===== src/rtl/cpu_control_pkg.sv =====
// Shared types, encodings and decode helpers for the cpu_control sequencer.
// Macro CPU_ZICSR_EN makes the CSR forms of the SYSTEM opcode legal.
package cpu_control_pkg;

  localparam int unsigned XLEN    = 32;
  localparam int unsigned STRB_W  = 4;
  localparam int unsigned RDSEL_W = 2;

  typedef enum logic [2:0] {
    ST_RESET,
    ST_FETCH,
    ST_DECODE,
    ST_EXECUTE,
    ST_MEM,
    ST_WRITEBACK,
    ST_TRAP
  } state_e;

  localparam logic [RDSEL_W-1:0] RD_SEL_ALU  = 2'd0;
  localparam logic [RDSEL_W-1:0] RD_SEL_LOAD = 2'd1;
  localparam logic [RDSEL_W-1:0] RD_SEL_PC4  = 2'd2;
  localparam logic [RDSEL_W-1:0] RD_SEL_CSR  = 2'd3;

  localparam logic PC_SEL_PC4 = 1'b0;
  localparam logic PC_SEL_ALU = 1'b1;

  localparam logic [STRB_W-1:0] WSTRB_NONE = 4'b0000;
  localparam logic [STRB_W-1:0] WSTRB_BYTE = 4'b0001;
  localparam logic [STRB_W-1:0] WSTRB_HALF = 4'b0011;
  localparam logic [STRB_W-1:0] WSTRB_WORD = 4'b1111;

  localparam logic [6:0] OPC_LUI      = 7'b0110111;
  localparam logic [6:0] OPC_AUIPC    = 7'b0010111;
  localparam logic [6:0] OPC_JAL      = 7'b1101111;
  localparam logic [6:0] OPC_JALR     = 7'b1100111;
  localparam logic [6:0] OPC_BRANCH   = 7'b1100011;
  localparam logic [6:0] OPC_LOAD     = 7'b0000011;
  localparam logic [6:0] OPC_STORE    = 7'b0100011;
  localparam logic [6:0] OPC_OP_IMM   = 7'b0010011;
  localparam logic [6:0] OPC_OP       = 7'b0110011;
  localparam logic [6:0] OPC_MISC_MEM = 7'b0001111;
  localparam logic [6:0] OPC_SYSTEM   = 7'b1110011;

  typedef struct packed {
    logic eq;
    logic neq;
    logic lt;
    logic ltu;
    logic ge;
    logic geu;
  } cmp_flags_t;

  // Opcode/funct3 legality; branch funct3 validity comes from the branch resolver.
  function automatic logic decode_legal(input logic [6:0] opcode, input logic [2:0] funct3,
                                        input logic br_valid);
    logic legal;
    legal = 1'b0;
    case (opcode)
      OPC_LUI, OPC_AUIPC, OPC_JAL, OPC_JALR,
      OPC_OP_IMM, OPC_OP, OPC_MISC_MEM: legal = 1'b1;
      OPC_BRANCH: legal = br_valid;
      OPC_LOAD:   legal = (funct3 != 3'b011) && (funct3 < 3'b110);
      OPC_STORE:  legal = (funct3 < 3'b011);
`ifdef CPU_ZICSR_EN
      OPC_SYSTEM: legal = (funct3 != 3'b000) && (funct3 != 3'b100);
`endif
      default:    legal = 1'b0;
    endcase
    return legal;
  endfunction

  // size is funct3[1:0]: 00 byte, 01 half, 10 word.
  function automatic logic mem_aligned(input logic [1:0] size, input logic [1:0] addr_lo);
    logic ok;
    ok = 1'b0;
    case (size)
      2'b00:   ok = 1'b1;
      2'b01:   ok = ~addr_lo[0];
      2'b10:   ok = (addr_lo == 2'b00);
      default: ok = 1'b0;
    endcase
    return ok;
  endfunction

  function automatic logic [STRB_W-1:0] store_wstrb(input logic [1:0] size, input logic [1:0] addr_lo);
    logic [STRB_W-1:0] strb;
    strb = WSTRB_WORD;
    case (size)
      2'b00:   strb = WSTRB_BYTE << addr_lo;
      2'b01:   strb = WSTRB_HALF << addr_lo;
      default: strb = WSTRB_WORD;
    endcase
    return strb;
  endfunction

endpackage


===== src/rtl/cpu_control_if.sv =====
// Control bundle between the cpu_control sequencer (master) and the datapath (slave).
interface cpu_control_if;

  logic [cpu_control_pkg::XLEN-1:0]    instruction;
  logic                                eq, neq, lt, ltu, ge, geu;
  logic [1:0]                          addr_lo;
  logic                                mem_ready;
  logic                                mem_valid;
  logic                                mem_we;
  logic [cpu_control_pkg::STRB_W-1:0]  mem_wstrb;
  logic                                mem_addr_sel;
  logic                                ir_we;
  logic                                pc_we;
  logic                                pc_sel;
  logic                                reg_we;
  logic [cpu_control_pkg::RDSEL_W-1:0] rd_sel;
  logic                                csr_we;
  logic                                trap;

  modport master (
    input  instruction, eq, neq, lt, ltu, ge, geu, addr_lo, mem_ready,
    output mem_valid, mem_we, mem_wstrb, mem_addr_sel, ir_we, pc_we, pc_sel,
           reg_we, rd_sel, csr_we, trap
  );

  modport slave (
    output instruction, eq, neq, lt, ltu, ge, geu, addr_lo, mem_ready,
    input  mem_valid, mem_we, mem_wstrb, mem_addr_sel, ir_we, pc_we, pc_sel,
           reg_we, rd_sel, csr_we, trap
  );

endinterface


===== src/rtl/cpu_control_branch_resolve.sv =====
// Branch condition resolver: picks the ALU flag named by funct3; 010/011 are not branches.
module cpu_control_branch_resolve
  import cpu_control_pkg::*;
(
  input  logic [2:0] i_funct3,
  input  cmp_flags_t i_flags,
  output logic       o_taken_c,
  output logic       o_valid_c
);

  always_comb begin
    o_taken_c = 1'b0;
    o_valid_c = 1'b1;
    case (i_funct3)
      3'b000:  o_taken_c = i_flags.eq;
      3'b001:  o_taken_c = i_flags.neq;
      3'b100:  o_taken_c = i_flags.lt;
      3'b101:  o_taken_c = i_flags.ge;
      3'b110:  o_taken_c = i_flags.ltu;
      3'b111:  o_taken_c = i_flags.geu;
      default: o_valid_c = 1'b0;
    endcase
  end

endmodule


===== src/rtl/cpu_control.sv =====
// Multi-cycle sequencer: one FSM stepping fetch/decode/execute/mem/writeback for the datapath.
// Define CPU_ZICSR_EN to accept CSR instructions (writeback of CSR read data plus csr_we).
module cpu_control
  import cpu_control_pkg::*;
#(
  parameter bit RESET_STATE_FETCH = 1'b1
) (
  input  logic          clk,
  input  logic          reset,
  cpu_control_if.master bus
);

  state_e     r_state;
  state_e     w_next_state;
  logic       r_rst_wait;
  logic [6:0] w_opcode;
  logic [2:0] w_funct3;
  logic [4:0] w_rd;
  logic       w_is_store;
  logic       w_is_mem;
  cmp_flags_t w_flags;
  logic       w_br_taken_c;
  logic       w_br_valid_c;
  logic       w_unused;

  assign w_opcode   = bus.instruction[6:0];
  assign w_funct3   = bus.instruction[14:12];
  assign w_rd       = bus.instruction[11:7];
  assign w_is_store = (w_opcode == OPC_STORE);
  assign w_is_mem   = (w_opcode == OPC_LOAD) || w_is_store;
  assign w_flags    = {bus.eq, bus.neq, bus.lt, bus.ltu, bus.ge, bus.geu};
  assign w_unused   = ^bus.instruction[31:15];

  cpu_control_branch_resolve u_branch (
    .i_funct3  (w_funct3),
    .i_flags   (w_flags),
    .o_taken_c (w_br_taken_c),
    .o_valid_c (w_br_valid_c)
  );

  // r_rst_wait marks the first post-reset cycle for the optional extra idle cycle.
  always_ff @(posedge clk) begin
    if (reset) begin
      r_state    <= ST_RESET;
      r_rst_wait <= 1'b1;
    end else begin
      r_state    <= w_next_state;
      if (r_state == ST_RESET) r_rst_wait <= 1'b0;
    end
  end

  // Strobes decode from state; all are held low while reset is asserted.
  always_comb begin
    w_next_state     = r_state;
    bus.mem_valid    = 1'b0;
    bus.mem_we       = 1'b0;
    bus.mem_wstrb    = WSTRB_NONE;
    bus.mem_addr_sel = 1'b0;
    bus.ir_we        = 1'b0;
    bus.pc_we        = 1'b0;
    bus.pc_sel       = PC_SEL_PC4;
    bus.reg_we       = 1'b0;
    bus.rd_sel       = RD_SEL_ALU;
    bus.csr_we       = 1'b0;
    bus.trap         = 1'b0;
    if (!reset) begin
      case (r_state)
        ST_RESET: begin
          if (RESET_STATE_FETCH || !r_rst_wait) w_next_state = ST_FETCH;
        end
        ST_FETCH: begin
          bus.mem_valid = 1'b1;
          if (bus.mem_ready) begin
            bus.ir_we    = 1'b1;
            w_next_state = ST_DECODE;
          end
        end
        ST_DECODE: begin
          w_next_state = decode_legal(w_opcode, w_funct3, w_br_valid_c) ? ST_EXECUTE : ST_TRAP;
        end
        ST_EXECUTE: begin
          if (w_opcode == OPC_BRANCH) begin
            bus.pc_we    = 1'b1;
            bus.pc_sel   = w_br_taken_c ? PC_SEL_ALU : PC_SEL_PC4;
            w_next_state = ST_FETCH;
          end else if (w_is_mem) begin
            w_next_state = mem_aligned(w_funct3[1:0], bus.addr_lo) ? ST_MEM : ST_TRAP;
          end else begin
            w_next_state = ST_WRITEBACK;
          end
        end
        ST_MEM: begin
          bus.mem_valid    = 1'b1;
          bus.mem_addr_sel = 1'b1;
          if (w_is_store) begin
            bus.mem_we    = 1'b1;
            bus.mem_wstrb = store_wstrb(w_funct3[1:0], bus.addr_lo);
          end
          if (bus.mem_ready) begin
            bus.pc_we    = w_is_store;
            w_next_state = w_is_store ? ST_FETCH : ST_WRITEBACK;
          end
        end
        ST_WRITEBACK: begin
          bus.pc_we    = 1'b1;
          bus.reg_we   = (w_rd != 5'd0);
          w_next_state = ST_FETCH;
          case (w_opcode)
            OPC_LOAD: bus.rd_sel = RD_SEL_LOAD;
            OPC_JAL, OPC_JALR: begin
              bus.rd_sel = RD_SEL_PC4;
              bus.pc_sel = PC_SEL_ALU;
            end
            OPC_MISC_MEM: bus.reg_we = 1'b0;
`ifdef CPU_ZICSR_EN
            // Set/clear forms with a zero rs1/uimm only read the CSR.
            OPC_SYSTEM: begin
              bus.rd_sel = RD_SEL_CSR;
              bus.csr_we = !(w_funct3[1] && (bus.instruction[19:15] == 5'd0));
            end
`endif
            default: ;
          endcase
        end
        ST_TRAP: bus.trap = 1'b1;
        default: w_next_state = ST_RESET;
      endcase
    end
  end

endmodule

===== src/flat_wrapper.sv =====
// flat-port wrapper written by rule: the top's interface ports become plain ports
module cpu_control_flat import cpu_control_pkg::*;
#(
  parameter bit RESET_STATE_FETCH = 1'b1
)
  (clk, reset, bus_instruction, bus_eq, bus_neq, bus_lt, bus_ltu, bus_ge, bus_geu, bus_addr_lo, bus_mem_ready, bus_mem_valid, bus_mem_we, bus_mem_wstrb, bus_mem_addr_sel, bus_ir_we, bus_pc_we, bus_pc_sel, bus_reg_we, bus_rd_sel, bus_csr_we, bus_trap);
  cpu_control_if bus_i ();
  input  logic clk;
  input  logic reset;
  input wire logic [$bits(bus_i.instruction)-1:0] bus_instruction;
  input wire logic [$bits(bus_i.eq)-1:0] bus_eq;
  input wire logic [$bits(bus_i.neq)-1:0] bus_neq;
  input wire logic [$bits(bus_i.lt)-1:0] bus_lt;
  input wire logic [$bits(bus_i.ltu)-1:0] bus_ltu;
  input wire logic [$bits(bus_i.ge)-1:0] bus_ge;
  input wire logic [$bits(bus_i.geu)-1:0] bus_geu;
  input wire logic [$bits(bus_i.addr_lo)-1:0] bus_addr_lo;
  input wire logic [$bits(bus_i.mem_ready)-1:0] bus_mem_ready;
  output wire logic [$bits(bus_i.mem_valid)-1:0] bus_mem_valid;
  output wire logic [$bits(bus_i.mem_we)-1:0] bus_mem_we;
  output wire logic [$bits(bus_i.mem_wstrb)-1:0] bus_mem_wstrb;
  output wire logic [$bits(bus_i.mem_addr_sel)-1:0] bus_mem_addr_sel;
  output wire logic [$bits(bus_i.ir_we)-1:0] bus_ir_we;
  output wire logic [$bits(bus_i.pc_we)-1:0] bus_pc_we;
  output wire logic [$bits(bus_i.pc_sel)-1:0] bus_pc_sel;
  output wire logic [$bits(bus_i.reg_we)-1:0] bus_reg_we;
  output wire logic [$bits(bus_i.rd_sel)-1:0] bus_rd_sel;
  output wire logic [$bits(bus_i.csr_we)-1:0] bus_csr_we;
  output wire logic [$bits(bus_i.trap)-1:0] bus_trap;
  assign bus_i.instruction = bus_instruction;
  assign bus_i.eq = bus_eq;
  assign bus_i.neq = bus_neq;
  assign bus_i.lt = bus_lt;
  assign bus_i.ltu = bus_ltu;
  assign bus_i.ge = bus_ge;
  assign bus_i.geu = bus_geu;
  assign bus_i.addr_lo = bus_addr_lo;
  assign bus_i.mem_ready = bus_mem_ready;
  assign bus_mem_valid = bus_i.mem_valid;
  assign bus_mem_we = bus_i.mem_we;
  assign bus_mem_wstrb = bus_i.mem_wstrb;
  assign bus_mem_addr_sel = bus_i.mem_addr_sel;
  assign bus_ir_we = bus_i.ir_we;
  assign bus_pc_we = bus_i.pc_we;
  assign bus_pc_sel = bus_i.pc_sel;
  assign bus_reg_we = bus_i.reg_we;
  assign bus_rd_sel = bus_i.rd_sel;
  assign bus_csr_we = bus_i.csr_we;
  assign bus_trap = bus_i.trap;
  cpu_control #(.RESET_STATE_FETCH(RESET_STATE_FETCH)) u_core (.clk(clk), .reset(reset), .bus(bus_i));
endmodule

===== config.mk =====
export PLATFORM = sky130hd
export DESIGN_NAME = cpu_control_flat
export DESIGN_NICKNAME = d
export VERILOG_FILES = /design/src/rtl/cpu_control_pkg.sv /design/src/rtl/cpu_control_if.sv /design/src/rtl/cpu_control_branch_resolve.sv /design/src/rtl/cpu_control.sv /design/src/flat_wrapper.sv
export SDC_FILE = /design/constraint.sdc
export NUM_CORES = 1
export LEC_CHECK = 0
export CAP_MARGIN = 20
export CELL_PAD_IN_SITES_DETAIL_PLACEMENT = 1
export CELL_PAD_IN_SITES_GLOBAL_PLACEMENT = 1
export CORE_AREA = 2 2 58 60
export DETAILED_ROUTE_END_ITERATION = 8
export DIE_AREA = 0 0 60 62
export PLACE_DENSITY = 0.82
export SYNTH_ARGS = -nofsm -noshare
export SYNTH_HDL_FRONTEND = slang
export SYNTH_SLANG_ARGS = --single-unit

===== constraint.sdc =====
create_clock -name clk -period 5.1 [get_ports clk]
set_clock_uncertainty 0.05 [all_clocks]
set_input_delay 1.275 -clock clk [delete_from_list [all_inputs] [get_ports clk]]
set_output_delay 1.275 -clock clk [all_outputs]
set_load 0.01 [all_outputs]

==> qor.yml <==
run_status:
  status: "complete, no violations"
power_and_ir_drop:
  power_leakage_nw: 0.371
  peakVddDrop_mv: 0.0401
  power.density_nw_per_um2: 131
synth:
  syn_area_per_cell_um2: 7.27
  yosys-top-cells-area: "dfxtp_1, a21oi_1, o21ai_0"
  synth_compound_area_share_pct: 33.4
  synth_mux_area_share_pct: 7.26
  netlist_area_um2: 603
  async_flop_share_pct: 0
  synth_ff_type: "dfxtp_1"
  synth_xor_area_share_pct: 1.45
  yosys.area_share.simple_pct: 36.5
  yosys.area.top_type: "dfxtp_1"
  yosys.area.top_type_share_pct: 9.96
  synth_nets: 126
  synth.distinct_cells: 44
  seq_area_frac_synth_pct: 9.96
  synth_cells: 83
  synth_top_family_by_area: "simple AND/OR/NAND/NOR gates"
  synth_seq_cells: 3
  yosysWarnings: 0
  synth_edf_count: 0
  synthAdderAreaFrac_pct: 0
setup_path:
  worstPathCellList: "clkdlybuf4s50_1, nor4bb_4, and3_4, a21oi_2, a211oi_2, clkdlybuf4s50_1"
  cp-start-kind: "input pin"
  regToRegStartpoint: "u_core.r_state[1]"
  crit_family: "buffers and inverters"
  worst_r2r_path_depth: 3
  critPathBufInv: 2
  critical_path_required_ns: 3.77
  path_depth: 6
  critPathLaunch: "bus_instruction[6]"
  r2r_slack_ns: 3.62
  endpoint: "bus_pc_we"
  worst_path_max_delay_cell: "clkdlybuf4s50_1"
  critical_path_class: "input pin to output pin"
  path_max_fanout: 7
  worst_path_largest_cell_delay_ns: 0.57
  cpMostUsedCell: "clkdlybuf4s50_1"
  cp.arrival_ns: 3.29
  end_kind: "output pin"
  r2r_end: "u_core.r_state[2]"
grt:
  grt_pass1_vias: 781
  grt_max_degree: 13
  grt.overflow.total: 0
  grt_antenna_before_repair: 0
  grt_usage_pct: 12.1
  grt_pass1_wl_um: 3460
placed_design:
  post_dp_cell_area_um2: 1010
  portBuffers: 39
  hpwlAfterDp_um: 1810
  dp_slack_ns: 0.448
  place_congestion: 0.737
  dp_cells: 162
cts:
  cts-root-buf: "clkbuf_4"
  cts_setup_buffers: 0
  clock_latency_ns: 0.23
  ctsHoldBuffers: 0
  path_clk_slew_ns: 0.04
  cts_tree: "built"
  cts_resized: 0
  cts_buffers: 3
  clock-sinks: 3
  cts_buffer_depth: 2
  cts-htree-levels: 1
final_layout:
  diodes: 0
  nNetsFinal: 164
  fillCellCount: 385
  final_common_cell: "clkdlybuf4s50_1"
  areaGrowthSynthToFinish_pct: 72.2
  layout_common_cells: "clkdlybuf4s50_1, inv_1, a21oi_1, o21ai_0, nor2_1"
  drive_gt1_share_pct: 11.7
  stdcell_count: 166
  top_register: "u_core.r_state"
  largest_reg_flops: 3
  final_area_um2: 1040
  biggestRegsByFlops: "u_core.r_state x3"
timing:
  rsz0062_at_grt: "no"
  setup_violations: 0
  hold_violations: 0
  fin_ws_ns: 0.488
  maxSlewViolCount: 0
  fmax_mhz: 217
  period_share_pct: 90.4
  worstMarginPinSlew_ns: 0.501
  slew_headroom_pct: 66.3
  hold-worst-slack_ns: 0.632
  fin_crit_ns: 4.61
  fin_setup_tns_ns: 0
floorplan:
  pin_count: 58
  initial_utilization_pct: 19.0
  die_h_um: 62
  die_w_um: 60
  core_area_um2: 3180
  dieArea_um2: 3720
  rows: 21
drt:
  initialDrtViolationCount: 6
  first_pass_iters: 2
  drc: 0
  num_vias: 797
  post_drt_via_cell_ratio: 4.80
  avgRoutedWirePerCell_um: 12.8
  ant_nets: 0
  drt-total-wl_um: 2130
hold_path:
  hp-class: "register to register"
run:
  max_cap_viol_count: 0
-- worst min path at each step --
stage,start,endpoint,depth (start not counted)
finish,u_core.r_state[1],u_core.r_state[1],2
CTS,u_core.r_state[1],u_core.r_state[1],2
global route,u_core.r_state[1],u_core.r_state[1],2
detailed placement,u_core.r_state[1],u_core.r_state[1],2
global placement,u_core.r_state[1],u_core.r_state[1],2
floorplan,u_core.r_state[1],u_core.r_state[1],3
-- area by class of cell --
type,count,area (µm²),area share [%]
Tap cell,46,57.6,5.54
Multi-Input combinational cell,67,478,46.0
Clock buffer,4,26.3,2.53
Inverter,7,26.3,2.53
Sequential cell,3,60.1,5.78
Timing Repair Buffer,39,390,37.6
-- worst min-delay path, stage by stage (launching register included) --
cell	delay, ns
dfxtp_1	0.38
a21oi_1	0.18
a21oi_1	0.07
-- Yosys cell counts, drive strengths merged, types with 2 or more instances --
library cell / instances
nand3: 2
and3: 3
o211ai: 3
o21ai: 6
nand2: 5
buf: 5
or4: 2
nor4: 2
nand4: 2
inv: 7
dfxtp: 3
nor3b: 2
a211oi: 2
nor3: 4
a21o: 2
nor2: 5
nor2b: 2
a21oi: 7
-- through the flow --
stage	power, W	utilization [%]
global route	0.000148	32.7
global placement	0.0000912	31.8
floorplan	0.0000635	-
detailed placement	0.0000944	31.8
CTS	0.000138	32.7
finish	0.000136	32.7
-- cells by family after synthesis --
kind of cell    count (synthesis)
mux                             3
xor+xnor                        1
simple gates                   34
compound gates                 28
other cells                     1
buf+inv                        13
flops                           3
-- metal layers --
metal  share of wire (%)  vias up  track usage [%]
li1                    -      386                -
met1                  38      389             12.7
met2                  56       20             25.0
met3                 4.8        2             1.66
met4                0.70        0             2.86
met5                   0        -                0
-- where the power goes --
part           internal, W  switching [W]  leakage (nW)   total, W
clock network    0.0000293      0.0000128        0.0150  0.0000421
logic            0.0000355      0.0000260         0.331  0.0000615
registers        0.0000262     0.00000633        0.0248  0.0000326
Note: power is estimated with default switching activity, not from simulation.
